`config.mk`:
```
export PLATFORM = sky130hd
export DESIGN_NAME = stub_page_writer
export DESIGN_NICKNAME = d
export VERILOG_FILES = /design/src/rtl/stub_page_writer_pkg.sv /design/src/rtl/stub_page_writer_page_entry_counter.sv /design/src/rtl/stub_page_writer.sv
export SDC_FILE = /design/constraint.sdc
export NUM_CORES = 1
export LEC_CHECK = 0
export CAP_MARGIN = 20
export CORE_MARGIN = 2
export CORE_UTILIZATION = 39
export CTS_CLUSTER_SIZE = 8
export DETAILED_ROUTE_END_ITERATION = 8
export PLACE_DENSITY = 0.75
export SETUP_SLACK_MARGIN = 0.4
export SYNTH_ARGS = -nofsm -noshare
export SYNTH_HDL_FRONTEND = slang
export SYNTH_SLANG_ARGS = --single-unit
```
`constraint.sdc`:
```
create_clock -name clka -period 2.1 [get_ports clka]
set_input_delay 0.63 -clock clka [delete_from_list [all_inputs] [get_ports clka]]
set_output_delay 0.63 -clock clka [all_outputs]
set_load 0.02 [all_outputs]
```
`src/rtl/stub_page_writer_pkg.sv`:
```
// Shared types and width helpers for the paged event memory write front end.
package stub_page_writer_pkg;

  typedef enum logic {
    StIdle = 1'b0,
    StFill = 1'b1
  } state_e;

  localparam int unsigned NENT_W = 5;

  // Address bits needed to index depth entries.
  function automatic int unsigned clogb2(input int unsigned depth);
    int unsigned n;
    n = 0;
    for (int unsigned d = depth - 1; d > 0; d = d >> 1) begin
      n++;
    end
    return n;
  endfunction

  function automatic int unsigned page_w(input int unsigned pages);
    return pages / 2 + 1;
  endfunction

endpackage

```
`src/rtl/stub_page_writer_page_entry_counter.sv`:
```
// Open-page index and saturating per-page entry count; advance closes the page
// and may carry the same-cycle accept into the freshly opened page.
module stub_page_writer_page_entry_counter
  import stub_page_writer_pkg::*;
#(
  parameter int unsigned PAGES   = 2,
  parameter int unsigned MAX_ENT = 31,
  parameter int unsigned PAGE_W  = page_w(PAGES)
) (
  input  logic              clka,
  input  logic              rsta_n,
  input  logic              advance,
  input  logic              accept,
  output logic [PAGE_W-1:0] page,
  output logic [NENT_W-1:0] count,
  output logic              full
);

  localparam logic [NENT_W-1:0] MaxCount = NENT_W'(MAX_ENT);
  localparam logic [PAGE_W-1:0] LastPage = PAGE_W'(PAGES - 1);

  logic [PAGE_W-1:0] page_q, page_d;
  logic [NENT_W-1:0] count_q, count_d;

  always_comb begin
    page_d  = page_q;
    count_d = count_q;
    if (advance) begin
      page_d  = (page_q == LastPage) ? '0 : page_q + PAGE_W'(1);
      count_d = accept ? NENT_W'(1) : '0;
    end else if (accept && (count_q != MaxCount)) begin
      count_d = count_q + NENT_W'(1);
    end
  end

  always_ff @(posedge clka or negedge rsta_n) begin
    if (!rsta_n) begin
      page_q  <= '0;
      count_q <= '0;
    end else begin
      page_q  <= page_d;
      count_q <= count_d;
    end
  end

  assign page  = page_q;
  assign count = count_q;
  assign full  = (count_q == MaxCount);

endmodule

```
`src/rtl/stub_page_writer.sv`:
```
// Write-side front end for the paged event memory: splits the input stream into
// events, assigns pages round-robin and drives the memory write port.
module stub_page_writer
  import stub_page_writer_pkg::*;
#(
  parameter int unsigned RAM_WIDTH = 18,
  parameter int unsigned RAM_DEPTH = 1024,
  parameter int unsigned PAGES     = 2,
  parameter int unsigned MAX_ENT   = 31,
  localparam int unsigned ADDR_W   = clogb2(RAM_DEPTH),
  localparam int unsigned PAGE_W   = page_w(PAGES)
) (
  input  logic                 clka,
  input  logic                 rsta_n,
  input  logic                 bx_start,
  input  logic [RAM_WIDTH-1:0] din,
  input  logic                 din_valid,
  output logic                 din_ready,
  output logic [ADDR_W-1:0]    addra,
  output logic [RAM_WIDTH-1:0] dina,
  output logic                 wea,
  output logic [PAGE_W-1:0]    pagea,
  output logic [NENT_W-1:0]    nent_live,
  output logic [NENT_W-1:0]    nent_done,
  output logic [PAGE_W-1:0]    done_page,
  output logic                 page_done,
  output logic                 overflow
);

  state_e state_q, state_d;

  logic              accept, advance, drop, full;
  logic [PAGE_W-1:0] page;
  logic [NENT_W-1:0] count;

  logic                 wea_q, wea_d;
  logic [ADDR_W-1:0]    addra_q, addra_d;
  logic [RAM_WIDTH-1:0] dina_q, dina_d;
  logic [NENT_W-1:0]    nent_done_q, nent_done_d;
  logic [PAGE_W-1:0]    done_page_q, done_page_d;
  logic                 page_done_q, page_done_d;
  logic                 overflow_q, overflow_d;

  stub_page_writer_page_entry_counter #(
    .PAGES   (PAGES),
    .MAX_ENT (MAX_ENT),
    .PAGE_W  (PAGE_W)
  ) u_page_entry_counter (
    .clka    (clka),
    .rsta_n  (rsta_n),
    .advance (advance),
    .accept  (accept),
    .page    (page),
    .count   (count),
    .full    (full)
  );

  always_comb begin
    state_d   = state_q;
    din_ready = 1'b0;
    case (state_q)
      StIdle: if (bx_start) state_d = StFill;
      // A start strobe always opens an empty page, so its word is never refused.
      StFill: din_ready = bx_start | ~full;
      default: state_d = StIdle;
    endcase
  end

  assign accept  = din_valid & din_ready;
  assign advance = (state_q == StFill) & bx_start;
  assign drop    = (state_q == StFill) & din_valid & ~din_ready;

  always_comb begin
    wea_d       = accept;
    addra_d     = addra_q;
    dina_d      = dina_q;
    page_done_d = advance;
    nent_done_d = nent_done_q;
    done_page_d = done_page_q;
    overflow_d  = overflow_q | drop;
    if (accept) begin
      addra_d = advance ? '0 : ADDR_W'(count);
      dina_d  = din;
    end
    if (advance) begin
      nent_done_d = count;
      done_page_d = page;
      overflow_d  = 1'b0;
    end
  end

  always_ff @(posedge clka or negedge rsta_n) begin
    if (!rsta_n) begin
      state_q     <= StIdle;
      wea_q       <= 1'b0;
      addra_q     <= '0;
      dina_q      <= '0;
      nent_done_q <= '0;
      done_page_q <= '0;
      page_done_q <= 1'b0;
      overflow_q  <= 1'b0;
    end else begin
      state_q     <= state_d;
      wea_q       <= wea_d;
      addra_q     <= addra_d;
      dina_q      <= dina_d;
      nent_done_q <= nent_done_d;
      done_page_q <= done_page_d;
      page_done_q <= page_done_d;
      overflow_q  <= overflow_d;
    end
  end

  assign wea       = wea_q;
  assign addra     = addra_q;
  assign dina      = dina_q;
  assign pagea     = page;
  assign nent_live = count;
  assign nent_done = nent_done_q;
  assign done_page = done_page_q;
  assign page_done = page_done_q;
  assign overflow  = overflow_q;

endmodule

```
==> results.md <==
- Status: finished, violations left
- Failing checks: negative setup slack
- Hold_ws: 337 ps
- Slowest CP cell: dfrtp_2
- Fin crit share: 103%
- Worst r2r dst: dina[10]$_DFFE_PN0P_
- Syn-to-layout area delta: 57.8%
- CP endpoint kind: output pin
- Clock Tree Root: clkbuf_8
- Later-pin clock latency in the skew report: 300 ps
- ANT cells: 0
- Clock Skews: 11.3 ps
- Core area: 4350 um^2
- Worst Max-Slew Pin Slew: 613 ps
- Chip Height: 71.4 um
- Non-Filler Instances: 279
- Grt total ovfl: 0
- Max Cap Viol: 0
- PnR worst setup slack: -68.6 ps
- Post-DP HPWL: 2.77 mm
- Top_reg_cell synth: dfrtp_1
- GP Congestion: 0.765
- Critical Path AT: 1540 ps
- Total Negative Setup Slacks: -68.6 ps
- Max Clock Freq: 0.461 GHz
- Crit path kind: flip-flop to output pin
- Setup Viol. Count Final: 1
- CTS tree: yes
- Setup crit start kind: flip-flop
- Syn avg cell area: 13.0 um^2
- Post-DRT Antenna Nets: 0
- WL/cell: 14.0 um
- Final hold violations: 0
- Max clock buf depth: 2
- Vias: 1299
- WP data required: 1470 ps
- Max_slew headroom: 59.2%
- Worst Path Max Fanout: 2
- Vias in the first global route: 1240
- Die ar.: 5100 um^2
- Final Power: 2.11 mW
- First-pass DRT Iterations: 4
- Num CTS Buffers: 5
- Post-Place Cells: 262
- Post-Route WL: 3.91 mm
- Yosys reg bits: 41
- Initial antenna violation count: 0
- Crit-path max cell delay: 430 ps
- Ports: 68
- Yosys cell types: 34
- Num rows: 24
- Die Span X: 71.4 um
- FFs w/ async S/R, synth: 100%
- Post-Syn Instances: 136
- Initial DRC count: 81
- Global-route usage over all layers: 16.3%
- Final #Nets: 250
- Worst path cell trace: ha_4 -> and3_4 -> ha_4 -> nor2b_4 -> nor2b_4 -> buf_6
- Mapped cell area: 1770 um^2
- Leakage Power: 1.41 nW
- Share of the synthesized area in the top cell type: 57.9%
- HP Class: input pin to asynchronous set/reset pin
- Post-layout min period: 2170 ps
- Via density per instance: 4.66
- Global-route wire length before repair: 6.16 mm
- Clock net sink count: 41
- Largest net degree at the start of global routing: 29
- Post-CTS Hold Buffers: 0
- Syn. warnings: 0
- Initial Utilization: 40.7%
- Register area share after synthesis: 57.9%
- Reg2reg setup slack: 30 ps
- EDFF count, synth: 0
- Max VDD drop: 0.555 mV
- Synth top area cells: dfrtp_1 58%, mux2_4 15%, nand2_1 5.5%, buf_4 2.5%, buf_6 1.9%
- Worst-path clk slew: 80 ps
- Area leader, netlist: dfrtp_1
- Setup repair after global routing missed its margin: yes
- R2r worst-path depth: 10
- Layout cells sized above 1: 34.8%
- PD cells: 754 nW/um^2
- Crit Reg-Reg Startpoint: u_page_entry_counter.count[0]$_DFFE_PN0P_
- # H-tree levels: 2
- Drt drc: 0
- Slew Viols, Final: 0
- Port bufs: 62
cells by family after synthesis:
family / count (synthesis) / share of synthesized area [%]
flops: 41 / 57.9
buf+inv: 12 / 5.15
fa+ha+maj: 2 / 1.41
other cells: 1 / 0.212
xor+xnor: 3 / 1.48
simple gates: 43 / 12.7
compound gates: 15 / 5.23
mux: 19 / 15.9
worst max-delay path, delay by kind of cell, from the launching register on:
| family | cells | cell delay (ps) |
|---|---|---|
| AND/OR/NAND/NOR | 3 | 390 |
| flip-flops | 1 | 430 |
| adder cells (fa/ha/maj) | 2 | 310 |
| buffers and inverters | 1 | 120 |
metrics by stage:
| step | setup slack (ps) | util (%) | area [um^2] |
|---|---|---|---|
| global route | -119 | 64.2 | 2800 |
| floorplan | 69.5 | - | 1820 |
| global placement | -464 | 59.2 | 2580 |
| detailed placement | -466 | 59.2 | 2580 |
| finish | -68.6 | 64.2 | 2800 |
| CTS | -87.3 | 63.4 | 2760 |
power breakdown:
part	total (mW)	switching (mW)	leakage (nW)	internal, mW
combinational	0.455	0.226	0.838	0.229
sequential	0.909	0.0449	0.508	0.864
clock	0.745	0.273	0.0681	0.472
total	2.11	0.544	1.41	1.56
Yosys cell counts (2+ instances only):
cell and n:
and2_1 2, mux2_4 18, buf_4 6, buf_6 3, xor2_1 2, nor2_1 2
nor2b_1 2, nand3_1 2, o21ai_0 6, dfrtp_1 41, ha_1 2, nand2_1 26
o21ai_1 3
metal layers:
metal  wire length (um)  up-vias  track usage [%]
met5                  0        -                0
met4                 81        0             8.18
met3                273        5             5.49
met2               1880       51             23.8
met1               1680      618             21.7
li1                   -      625                -
what timing repair did:
item | 4_1_cts | 5_1_grt
endpoints found under the setup margin | 61 | 28
hold endpoints to repair | 0 | 0
pin swaps | 6 | 2
cloned | 2 | 0
resized for setup | 71 | 7
buffers inserted | 5 | 2
cell usage in the layout (no fill, tap or decap), types with 2 or more instances in the layout:
| cell type | instances |
|---|---|
| and2_1 | 2 |
| buf_12 | 2 |
| buf_16 | 2 |
| buf_2 | 5 |
| buf_4 | 18 |
| buf_6 | 7 |
| bufinv_16 | 2 |
| clkbuf_8 | 5 |
| clkdlybuf4s15_1 | 2 |
| clkdlybuf4s50_1 | 20 |
| conb_1 | 5 |
| dfrtp_1 | 39 |
| dfrtp_2 | 2 |
| dlygate4sd2_1 | 33 |
| ha_4 | 2 |
| mux2_4 | 19 |
| nand2_1 | 26 |
| nand3_1 | 2 |
| nor2_1 | 2 |
| nor2b_4 | 2 |
| o21ai_0 | 3 |
| o21ai_1 | 4 |
| o21ai_2 | 2 |
| xor2_1 | 2 |
area by class of cell:
cell class / count / area [um^2]
Inverter: 2 / 7.51
Timing Repair Buffer: 89 / 843
Tap cell: 52 / 65.1
Multi-Input combinational cell: 87 / 718
Fill cell: 355 / 1560
Clock buffer: 5 / 68.8
Clock inverter: 3 / 65.1
Sequential cell: 41 / 1030
registers in the layout, summed over array words and instances (netlist names):
register / count
nent_done: 5
page_done: 1
dina: 18
addra: 5
done_page: 2
overflow: 1
u_page_entry_counter.count: 5
wea: 1
u_page_entry_counter.page: 2
state_q: 1
worst max-delay path by stage:
| stage | end | from | cells past startpoint | slack [ps] |
|---|---|---|---|---|
| 2_1_floorplan | din_ready | u_page_entry_counter.count[1]$_DFFE_PN0P_ | 6 | 70 |
| 3_3_place_gp | din_ready | bx_start | 4 | -460 |
| 3_5_place_dp | din_ready | bx_start | 4 | -470 |
| 4_1_cts | din_ready | u_page_entry_counter.count[0]$_DFFE_PN0P_ | 6 | -90 |
| 5_1_grt | din_ready | u_page_entry_counter.count[1]$_DFFE_PN0P_ | 6 | -120 |
| 6_report | din_ready | u_page_entry_counter.count[0]$_DFFE_PN0P_ | 6 | -70 |
(Power assumes the default switching activity.)
